==> config.mk <==
export PLATFORM = sky130hd
export DESIGN_NAME = prog_sequencer
export DESIGN_NICKNAME = d
export VERILOG_FILES = /design/src/rtl/seq_pkg.sv /design/src/rtl/prog_sequencer_ret_stack.sv /design/src/rtl/prog_sequencer.sv
export SDC_FILE = /design/constraint.sdc
export NUM_CORES = 1
export LEC_CHECK = 0
export CAP_MARGIN = 20
export CORE_UTILIZATION = 45
export DETAILED_ROUTE_END_ITERATION = 8
export PLACE_DENSITY = 0.7
export SETUP_SLACK_MARGIN = 0.15
export SLEW_MARGIN = 15
export SYNTH_ARGS = -nofsm -noshare
export SYNTH_HDL_FRONTEND = slang
export SYNTH_SLANG_ARGS = --single-unit
==> constraint.sdc <==
create_clock -name clk -period 5.2 [get_ports clk]
set_clock_uncertainty 0.2 [all_clocks]
set_input_delay 0.52 -clock clk [delete_from_list [all_inputs] [get_ports clk]]
set_output_delay 0.52 -clock clk [all_outputs]
set_load 0.005 [all_outputs]
==> src/rtl/seq_pkg.sv <==
// Shared definitions for the program sequencer: opcodes, FSM states, fault codes
// and byte positions within a 32-bit instruction word.
package seq_pkg;

  localparam logic [5:0] OP_CALL = 6'h30;
  localparam logic [5:0] OP_RET  = 6'h31;
  localparam logic [5:0] OP_HALT = 6'h32;

  typedef enum logic [2:0] {
    ST_IDLE,
    ST_FETCH,
    ST_DECODE,
    ST_ISSUE,
    ST_EXEC,
    ST_HALT,
    ST_FAULT
  } state_t;

  localparam logic [1:0] FAULT_NONE = 2'b00;
  localparam logic [1:0] FAULT_OVF  = 2'b01;
  localparam logic [1:0] FAULT_UNF  = 2'b10;

  localparam int unsigned BYTE_OPCODE = 0;
  localparam int unsigned BYTE_ARG1   = 1;
  localparam int unsigned BYTE_ARG2   = 2;
  localparam int unsigned BYTE_DEST   = 3;

  localparam logic [7:0] PC_STEP = 8'd4;

endpackage

==> src/rtl/prog_sequencer_ret_stack.sv <==
// Return-address LIFO for CALL/RET; dout always shows the top entry.
// push and pop are never asserted together.
module ret_stack #(
  parameter int unsigned STACK_DEPTH = 8
) (
  input  logic       clk,
  input  logic       rst,
  input  logic       push,
  input  logic       pop,
  input  logic [7:0] din,
  output logic [7:0] dout,
  output logic       full,
  output logic       empty
);

  localparam int unsigned AW = $clog2(STACK_DEPTH);
  localparam logic [AW:0] SP_ONE = {{AW{1'b0}}, 1'b1};

  logic [7:0]  mem_q [STACK_DEPTH];
  logic [7:0]  mem_d [STACK_DEPTH];
  logic [AW:0] sp_q, sp_d;
  logic [AW:0] top_idx;

  always_comb begin
    mem_d = mem_q;
    sp_d  = sp_q;
    if (push && !full) begin
      mem_d[sp_q[AW-1:0]] = din;
      sp_d = sp_q + SP_ONE;
    end else if (pop && !empty) begin
      sp_d = sp_q - SP_ONE;
    end
  end

  always_comb begin
    top_idx = sp_q - SP_ONE;
    dout    = mem_q[top_idx[AW-1:0]];
    full    = (sp_q == (AW+1)'(STACK_DEPTH));
    empty   = (sp_q == '0);
  end

  always_ff @(posedge clk or posedge rst) begin
    if (rst) begin
      sp_q <= '0;
      for (int unsigned i = 0; i < STACK_DEPTH; i++) begin
        mem_q[i] <= '0;
      end
    end else begin
      sp_q  <= sp_d;
      mem_q <= mem_d;
    end
  end

endmodule

==> src/rtl/prog_sequencer.sv <==
// Program sequencer: fetches from the instruction ROM, handles CALL/RET/HALT
// locally and hands every other instruction to the execute unit.
module prog_sequencer
  import seq_pkg::*;
#(
  parameter int unsigned STACK_DEPTH = 8
) (
  input  logic        clk,
  input  logic        rst,
  input  logic        run,
  output logic [7:0]  rom_addr,
  input  logic [31:0] rom_data,
  output logic [31:0] instr,
  output logic        instr_valid,
  input  logic        instr_ready,
  input  logic        exec_done,
  input  logic        exec_redirect,
  input  logic [7:0]  exec_target,
  output logic [7:0]  pc,
  output logic        halted,
  output logic [1:0]  fault
);

  state_t      state_q, state_d;
  logic [7:0]  pc_q, pc_d;
  logic [7:0]  rom_addr_q;
  logic [31:0] instr_q, instr_d;
  logic        instr_valid_q, instr_valid_d;
  logic [1:0]  fault_q, fault_d;

  logic        stk_push, stk_pop;
  logic [7:0]  stk_dout;
  logic        stk_full, stk_empty;
  logic [5:0]  opcode;
  logic        next_fetch;

  ret_stack #(
    .STACK_DEPTH(STACK_DEPTH)
  ) u_ret_stack (
    .clk   (clk),
    .rst   (rst),
    .push  (stk_push),
    .pop   (stk_pop),
    .din   (pc_q + PC_STEP),
    .dout  (stk_dout),
    .full  (stk_full),
    .empty (stk_empty)
  );

  // rom_addr is its own register loaded with the same next value as pc
  always_ff @(posedge clk or posedge rst) begin
    if (rst) begin
      state_q       <= ST_IDLE;
      pc_q          <= '0;
      rom_addr_q    <= '0;
      instr_q       <= '0;
      instr_valid_q <= 1'b0;
      fault_q       <= FAULT_NONE;
    end else begin
      state_q       <= state_d;
      pc_q          <= pc_d;
      rom_addr_q    <= pc_d;
      instr_q       <= instr_d;
      instr_valid_q <= instr_valid_d;
      fault_q       <= fault_d;
    end
  end

  always_comb begin
    opcode        = rom_data[BYTE_OPCODE*8 +: 6];
    next_fetch    = run;
    state_d       = state_q;
    pc_d          = pc_q;
    instr_d       = instr_q;
    instr_valid_d = instr_valid_q;
    fault_d       = fault_q;
    stk_push      = 1'b0;
    stk_pop       = 1'b0;
    unique case (state_q)
      ST_IDLE: begin
        if (run) state_d = ST_FETCH;
      end
      ST_FETCH: begin
        state_d = ST_DECODE;
      end
      ST_DECODE: begin
        case (opcode)
          OP_CALL: begin
            if (stk_full) begin
              fault_d = FAULT_OVF;
              state_d = ST_FAULT;
            end else begin
              stk_push = 1'b1;
              pc_d     = rom_data[BYTE_ARG2*8 +: 8];
              state_d  = next_fetch ? ST_FETCH : ST_IDLE;
            end
          end
          OP_RET: begin
            if (stk_empty) begin
              fault_d = FAULT_UNF;
              state_d = ST_FAULT;
            end else begin
              stk_pop = 1'b1;
              pc_d    = stk_dout;
              state_d = next_fetch ? ST_FETCH : ST_IDLE;
            end
          end
          OP_HALT: begin
            state_d = ST_HALT;
          end
          default: begin
            instr_d       = rom_data;
            instr_valid_d = 1'b1;
            state_d       = ST_ISSUE;
          end
        endcase
      end
      ST_ISSUE: begin
        if (instr_ready) begin
          instr_valid_d = 1'b0;
          state_d       = ST_EXEC;
        end
      end
      ST_EXEC: begin
        if (exec_done) begin
          pc_d    = exec_redirect ? exec_target : pc_q + PC_STEP;
          state_d = next_fetch ? ST_FETCH : ST_IDLE;
        end
      end
      ST_HALT, ST_FAULT: begin
        state_d = state_q;
      end
      default: begin
        state_d = ST_IDLE;
      end
    endcase
  end

  always_comb begin
    pc          = pc_q;
    rom_addr    = rom_addr_q;
    instr       = instr_q;
    instr_valid = instr_valid_q;
    halted      = (state_q == ST_HALT);
    fault       = fault_q;
  end

endmodule

Word-level counts from Yosys, hierarchy flattened
Index checks and enable logic that the tools add are counted.

$add $sub $neg: 3. Magnitude comparators: 3. Equal/unequal tests: 19. Mux-type cells: 34. Bitwise operators: 4. Reductions and logical operators: 18.

Operators with widths (number): $bwmux 64 (1); $mux 8 (7); $pmux 8 s2 (2); $bmux 8 s3 (1); $demux 8 s3 (1); $eq 6x6->1 const B (3); $pmux 3 s6 (1); $mux 3 (5); $eq 3x3->1 const B (3); $mux 1 (9); $pmux 3 s3 (1); $add 8x3->8 const B (1); $ge 4x4->1 const B (2); $mux 4 (2); $ne 2x2->1 const B (4); $not 3->4 (2); $reduce_and 4->1 (2); $reduce_bool 2->1 (4); $eq 3x2->1 const B (2); $ne 3x3->1 const B (2); $reduce_and 5->1 (1); $add 4x1->4 const B (1); $eq 4x4->1 const B (1); $logic_not 4->1 (1); other kinds (16) (22).

Register bits: 114. Input port bits: 46. Output and inout bits: 52. Word-level logic and storage cells: 95.

Longest topological paths before layout
Gate-level depths: netlist of run 1.

Word-level depth: 8. Depth in mapped cells: 10. Mapped depth without buffers: 7.

Hierarchy
Synthesis of run 1 repeated with hierarchy kept, for this count alone.

Cells, all modules: 429. Area, all modules: 5715.5 µm².

Modules (own cells, without submodules): ret_stack (instances 1, cells each 215, area an instance 3279.4 µm², sequential area each 1701.6 µm²); prog_sequencer (instances 1, cells each 214, area an instance 2436.1 µm², sequential area each 1151.1 µm²).

Worst setup path before layout of run 1
No wires, ideal clock.

Path kind: register -> register. Start: reg u_ret_stack.sp_q[0]. End: reg rom_addr_q[5], in the netlist rom_addr[5]. Library setup time: 0.140 ns. Arrival: 2.451 ns. Required time: 4.860 ns. Path slack: 2.409 ns. Cell stages (with the launch flop): 10. Cells stage by stage: dfrtp_1 > buf_2 > clkinv_1 > ha_1 > buf_2 > buf_1 > mux4_2 > mux2_2 > o221ai_1 > o311ai_1.

Cells in the longest elaborated chain, start to end: 8. Elaborated cells between the ends (all ways): 13.

RTL lines: from (decl) (line prog_sequencer_ret_stack.sv:21) `logic [AW:0] sp_q, sp_d;`; from (signal assigned) (line prog_sequencer_ret_stack.sv:49) `sp_q <= sp_d;`; $sub 4x1->4; $not 3->4 (implied by the code) (line prog_sequencer_ret_stack.sv:37) `dout = mem_q[top_idx[AW-1:0]];`; $bmux 8 s3 (line prog_sequencer_ret_stack.sv:37); $mux 8 (implied by the code) (2 in a row) (line prog_sequencer_ret_stack.sv:37); $mux 8 (line prog_sequencer.sv:99) `if (stk_empty) begin`; $pmux 8 s2 (line prog_sequencer.sv:87) `case (opcode)`; $pmux 8 s2 (line prog_sequencer.sv:79) `unique case (state_q)`; to (signal assigned) (line prog_sequencer.sv:62) `rom_addr_q <= pc_d;`; to (decl) (line prog_sequencer.sv:26) `logic [7:0] rom_addr_q;`.

Parallel ways exist; a longest one is shown, timed or not. The select of a mux whose other input is x is not followed. A chain may end at the register's enable or synchronous reset.

Final worst setup path of run 1
Start: reg u_ret_stack.sp_q[0]. End: reg u_ret_stack.mem_q[51] in the netlist's numbering.

Cells in the longest elaborated chain, start to end: 6. Elaborated cells between the ends (all ways): 13.

RTL lines: $not 3->4 (implied by the code) (line prog_sequencer_ret_stack.sv:28) `mem_d[sp_q[AW-1:0]] = din;`; $ge 4x4->1 (implied by the code) / $lt 4x1->1 (equally long branches) (line prog_sequencer_ret_stack.sv:28); $logic_and 1x1->1 (implied by the code) (line prog_sequencer_ret_stack.sv:28); $mux 8 (implied by the code) (line prog_sequencer_ret_stack.sv:28); $demux 8 s3 (line prog_sequencer_ret_stack.sv:28); $bwmux 64 (line prog_sequencer_ret_stack.sv:28); to (signal assigned) (line prog_sequencer_ret_stack.sv:50) `mem_q <= mem_d;`; to (decl) (line prog_sequencer_ret_stack.sv:19) `logic [7:0] mem_q [STACK_DEPTH];`.

Parallel ways exist; a longest one is shown, timed or not.

==> results of run 1 <==
==> flip-flops by register name, summed over array words and instances, names as in the netlist <==
register and flops:
u_ret_stack.mem_q 64, instr 32, rom_addr 8, u_ret_stack.sp_q 4, state_q 3, fault 2
instr_valid 1
==> final timing paths <==
kind	cells after the start	slack [ns]	endpoint	from
setup / recovery	6	1.46	u_ret_stack.mem_q[51]	u_ret_stack.sp_q[0]
hold / removal	2	0.25	u_ret_stack.mem_q[9]	rst
setup reg to reg	6	1.46	u_ret_stack.mem_q[51]	u_ret_stack.sp_q[0]
hold reg to reg	2	0.28	u_ret_stack.mem_q[28]	u_ret_stack.mem_q[28]
max in group asynchronous	3	3.81	instr[23]	rst
min in group clk	2	0.28	u_ret_stack.mem_q[28]	u_ret_stack.mem_q[28]
==> final cells by class <==
| type | instances | area (µm²) | share of cell area [%] |
|---|---|---|---|
| Sequential cell | 114 | 2850 | 40.0 |
| Multi-Input combinational cell | 290 | 2380 | 33.4 |
| Timing Repair Buffer | 102 | 1030 | 14.4 |
| Clock buffer | 17 | 425 | 5.97 |
| Clock inverter | 15 | 193 | 2.70 |
| Tap cell | 147 | 184 | 2.58 |
| Inverter | 17 | 66.3 | 0.930 |
==> metal layers <==
metal	vias up	track usage, %	share of wire [%]
met3	25	6.11	6.9
met1	1948	30.1	43
met5	-	0	0
li1	1824	-	-
met2	147	36.7	49
met4	0	8.80	1.9
==> power by group through the flow <==
stage                     sequential (mW)  combinational, mW  clock, mW
final                                1.32               1.33       1.21
after global routing                 1.36               1.43       1.28
after CTS                            1.32               1.33       1.23
after detailed placement             1.33               1.32          0
after global placement               1.32               1.29          0
after floorplan                      1.25              0.827          0
==> worst max-delay path: cells and delay by family, from the launching register on <==
kind | cells | cell delay, ns
simple gates | 2 | 0.92
flops | 1 | 0.81
compound gates | 1 | 0.50
buf+inv | 1 | 0.44
mux | 1 | 0.40
fa+ha+maj | 1 | 0.36
==> metrics by stage <==
stage                     hold slack [ns]  util (%)  instances
after global placement              0.257      54.2        669
final                               0.246      59.6        702
after floorplan                     0.244         -        459
after detailed placement            0.269      54.2        669
after global routing                0.275      59.6        702
after CTS                           0.283      59.4        701
==> kinds of logic (layout without fill, tap and decap cells) <==
| logic type | after synthesis | after routing |
|---|---|---|
| mux | 83 | 83 |
| simple gates | 102 | 102 |
| compound gates | 92 | 92 |
| flops | 114 | 114 |
| buf+inv | 55 | 151 |
| fa+ha+maj | 3 | 3 |
| xor+xnor | 10 | 10 |
==> cells in the final DEF, fill, tap and decap left out, drive strengths merged, types with 3 or more instances in the layout <==
cell type	count
a21o	3
a21oi	29
a31oi	6
and3	3
and4b	4
buf	5
bufinv	3
clkbuf	17
clkdlybuf4s50	97
dfrtp	114
ha	3
inv	25
mux2	58
mux2i	9
mux4	16
nand2	32
nand2b	5
nand3	8
nand4	5
nor2	31
nor3	6
o21ai	33
o221ai	4
xnor2	5
xor2	5
==> flow_metrics.tcl, run 1 <==
set metrics [dict create \
    outcome "complete, no violations" \
    start_util_pct 46.2 \
    synth_seq_area_share_pct 51.7 \
    yosysTopAreaCell "dfrtp_1" \
    power.internal_mw 2.61 \
    worstSkewPairLatency_ns 0.42 \
    cpMaxStageDelayCell "dfrtp_1" \
    cp.required_ns 5.30 \
    cts_resized 0 \
    min_period_ns 3.74 \
    firstDrtPassIters 4 \
    slew_viol_final 0 \
    power_frac_seq_pct 34.2 \
    maxCapViolCount 0 \
    synthXorXnorAreaFrac_pct 1.59 \
    grt_usage_pct 23.0 \
    ant_nets 0 \
    crit_path_max_fanout 16 \
    clk_pin_slew_ns 0.06 \
    hp-class "in2async" \
    synth.most_common_cell "dfrtp_1" \
    synthCells 459 \
    cp_cell_sequence "clkinv_1 > ha_1 > nor2b_1 > a21oi_1 > and4b_1 > mux2_2" \
    layout.nets 591 \
    yosysWarningCount 0 \
    leakage_nw 3.06 \
    cts_sinks 114 \
    area_delta_synth_final_pct 29.1 \
    dieArea_mm2 0.0127 \
    syn_nets 508 \
    vias 3944 \
    cts-root-buf "clkbuf_16" \
    setup_ws_ns 1.46 \
    max-slew-margin-rel_pct 38.8 \
    drc_errors 0 \
    cts_buffer_depth 2 \
    yosys-top-cells-area "dfrtp_1 52%, mux2_2 12%, mux4_2 6.5%" \
    diodes 0 \
    grt_remaining_overflow 0 \
    worst_slew_pin_slew_ns 0.915 \
    p_total_mw 3.86 \
    synth_top_family_by_area "multiplexers" \
    start_kind "flop" \
    p_sw_mw 1.25 \
    critPathMaxStageDelay_ns 0.81 \
    grt_pass1_wl_mm 22.0 \
    cts_tree "done" \
    grt_pass1_vias 4057 \
    synth-edff-count 0 \
    die_h_um 113 \
    postCtsHoldBufs 0 \
    synth-seq-cells 114 \
    rsz0062_at_grt "false" \
    cts_buffers 17 \
    netlist.area_leader.share_pct 51.7 \
    rows 40 \
    syn_area_mm2 0.00552 \
    period_share_pct 71.9 \
    setup_violations 0 \
    synth_mux_area_share_pct 20.0 \
    crit_type "reg2reg" \
    comb_power_share_pct 34.4 \
    syn_avg_cell_area_um2 12.0 \
    placed_cell_area_mm2 0.00648 \
    timing.setup.tns_ns 0 \
    hold_viol 0 \
    via_per_inst 5.62 \
    wl_mm 13.5 \
    max_freq_mhz 267 \
    htreeDepth 4 \
    end_kind "flop" \
    grt_max_degree 85 \
    hpwlAfterDp_mm 9.22 \
    ys_async_sr_fraction_pct 100 \
    synthAdderAreaFrac_pct 0.680 \
    core_area_mm2 0.0120 \
    portBuffers 97 \
    arrival_ns 3.84 \
    cts_setup_buffers 0 \
    pwr_density_cell_mw_per_mm2 542 \
    antenna_found_initial 0 \
    io_pins 98 \
    die_x_um 113 \
    routabilityCongestion 0.863 \
    synth-simple-area-share_pct 10.2 \
    synth_common_cells "114 x dfrtp_1, 58 x mux2_2, 32 x nand2_1" \
    pre_cts_ws_ns 1.53 \
    synth_compound_area_share_pct 10.5 \
    drive_above_1_share_pct 22.3 \
    ir_drop_v 0.000197 \
    wl_per_cell_um 19.3 \
    design_area_mm2 0.00713 \
    switching_share_pct 32.3 \
    pwr-share-clk_pct 31.4 \
    final.fill_count 962 \
    synth_cell_types 50 \
    synth_flop_cell "dfrtp_1" \
    drt_iter0_markers 228 \
]
(Power assumes the default switching activity.)
==> run 2, diff against run 1 <==
--- a/config.mk
+++ b/config.mk
@@ -8,7 +8,7 @@
 export CAP_MARGIN = 20
 export CORE_UTILIZATION = 45
 export DETAILED_ROUTE_END_ITERATION = 8
-export PLACE_DENSITY = 0.7
+export PLACE_DENSITY = 0.73
 export SETUP_SLACK_MARGIN = 0.15
 export SLEW_MARGIN = 15
 export SYNTH_ARGS = -nofsm -noshare
==> constraint.sdc (replaced) <==
create_clock -name clk -period 3.4 [get_ports clk]
set_clock_uncertainty 0.2 [all_clocks]
set_input_delay 0.34 -clock clk [delete_from_list [all_inputs] [get_ports clk]]
set_output_delay 0.34 -clock clk [all_outputs]
set_load 0.005 [all_outputs]
==> run 2 against run 1 <==
Utilization grew 0.85 points. Flip-flop and latch count is the same. Hold slack lost 0.017 ns. Combinational power grew 59%. First-iteration DRC count shrank 19%. Critical endpoint is now instr[29].
==> flow_metrics.tcl, run 2 (synthesized netlist as in run 1, its figures left out) <==
set metrics [dict create \
    outcome "complete, no violations" \
    io_pins 98 \
    layout_common_cells "114 x dfrtp_1, 97 x clkdlybuf4s50_1, 58 x mux2_2" \
    layout.nets 601 \
    largest_reg_flops 64 \
    end_kind "flop" \
    grt_usage_pct 22.2 \
    dieArea_mm2 0.0127 \
    worst_slew_pin_slew_ns 0.828 \
    regMostFlops "u_ret_stack.mem_q" \
    wl_mm 13.0 \
    cts_buffer_depth 2 \
    via_per_inst 5.59 \
    grt_pass1_wl_mm 21.4 \
    ir_drop_v 0.000405 \
    drt_iter0_markers 184 \
    cts_tree "done" \
    setup_violations 0 \
    wl_per_cell_um 18.3 \
    min_period_ns 2.85 \
    instances_no_fill 712 \
    vias 3981 \
    hpwlAfterDp_mm 9.14 \
    cts_buffers 17 \
    hold_viol 0 \
    dp.cells 680 \
    grt_pass1_vias 4086 \
    die_h_um 113 \
    pre_cts_ws_ns 0.487 \
    cp.required_ns 3.50 \
    pwr_density_cell_mw_per_mm2 833 \
    diodes 0 \
    cts_setup_buffers 0 \
    rows 40 \
    max-slew-margin-rel_pct 44.8 \
    slew_viol_final 0 \
    postLayoutCoreUtil_pct 60.4 \
    setup_ws_ns 0.554 \
    postCtsHoldBufs 0 \
    leakage_nw 3.11 \
    die_x_um 113 \
    clk_pin_slew_ns 0.05 \
    antenna_found_initial 0 \
    worstSkewPairLatency_ns 0.42 \
    design_area_mm2 0.00723 \
    placed_cell_area_mm2 0.00658 \
    grt_max_degree 115 \
    hp-class "in2async" \
    start_util_pct 46.2 \
    rsz0062_at_grt "false" \
    firstDrtPassIters 4 \
    area_delta_synth_final_pct 30.9 \
    drc_errors 0 \
    maxCapViolCount 0 \
    portBuffers 97 \
    crit_type "reg2reg" \
    htreeDepth 4 \
    p_total_mw 6.02 \
    final_common_cell "dfrtp_1" \
    max_freq_mhz 351 \
    final.fill_count 946 \
    drive_above_1_share_pct 23.7 \
    core_area_mm2 0.0120 \
    arrival_ns 2.94 \
    start_kind "flop" \
    timing.setup.tns_ns 0 \
    crit_path_max_fanout 17 \
    period_share_pct 83.7 \
    routabilityCongestion 0.820 \
    ant_nets 0 \
    hold_slack_ns 0.229 \
    grt_remaining_overflow 0 \
    cts-root-buf "clkbuf_16" \
    cts_resized 0 \
    cts_sinks 114 \
]
==> run 2: cell count changes in the layout (fill, tap and decap cells not counted), moves of 2 or more <==
cell | before | now
clkinv_2 | 0 | 3
buf_4 | 4 | 14
bufinv_16 | 3 | 5
inv_6 | 9 | 0
clkinvlp_4 | 2 | 6
==> run 2: path summary, 6_finish.rpt <==
path | startpoint | slack (ns) | depth (start not counted) | end
min reg2reg | u_ret_stack.mem_q[14] | 0.28 | 2 | u_ret_stack.mem_q[14]
max reg2reg | state_q[1] | 0.55 | 4 | instr[29]
min in group clk | u_ret_stack.mem_q[14] | 0.28 | 2 | u_ret_stack.mem_q[14]
max in group asynchronous | rst | 2.32 | 3 | instr[12]
max | state_q[1] | 0.55 | 4 | instr[29]
min | rst | 0.23 | 3 | instr[30]
==> run 2: area by class of cell <==
type	count	area [µm²]	area share, %
multi-input cells	290	2380	32.9
repair buffers	112	1100	15.2
inverters	17	67.6	0.935
clock inverters	14	211	2.93
flip-flops and latches	114	2850	39.5
clock buffers	18	439	6.08
well taps	147	184	2.54
==> run 2: routing by layer <==
layer | wire length [µm] | up-vias | global-route usage (%)
met5 | 0 | - | 0
met3 | 746 | 16 | 5.52
met2 | 6280 | 121 | 35.2
li1 | - | 1834 | -
met1 | 5790 | 2010 | 29.8
met4 | 180 | 0 | 8.36
==> run 2: report_power, final <==
part / internal [mW] / switching [mW]
sequential: 1.68 / 0.278
clock: 1.31 / 0.641
combinational: 1.19 / 0.923
total: 4.18 / 1.84
==> run 2: critical path, cell delays in order, from the launching register on <==
cell and delay, ns:
dfrtp_1 0.53, or3b_1 0.55, nor2_2 0.71, buf_4 0.37
mux2_2 0.36
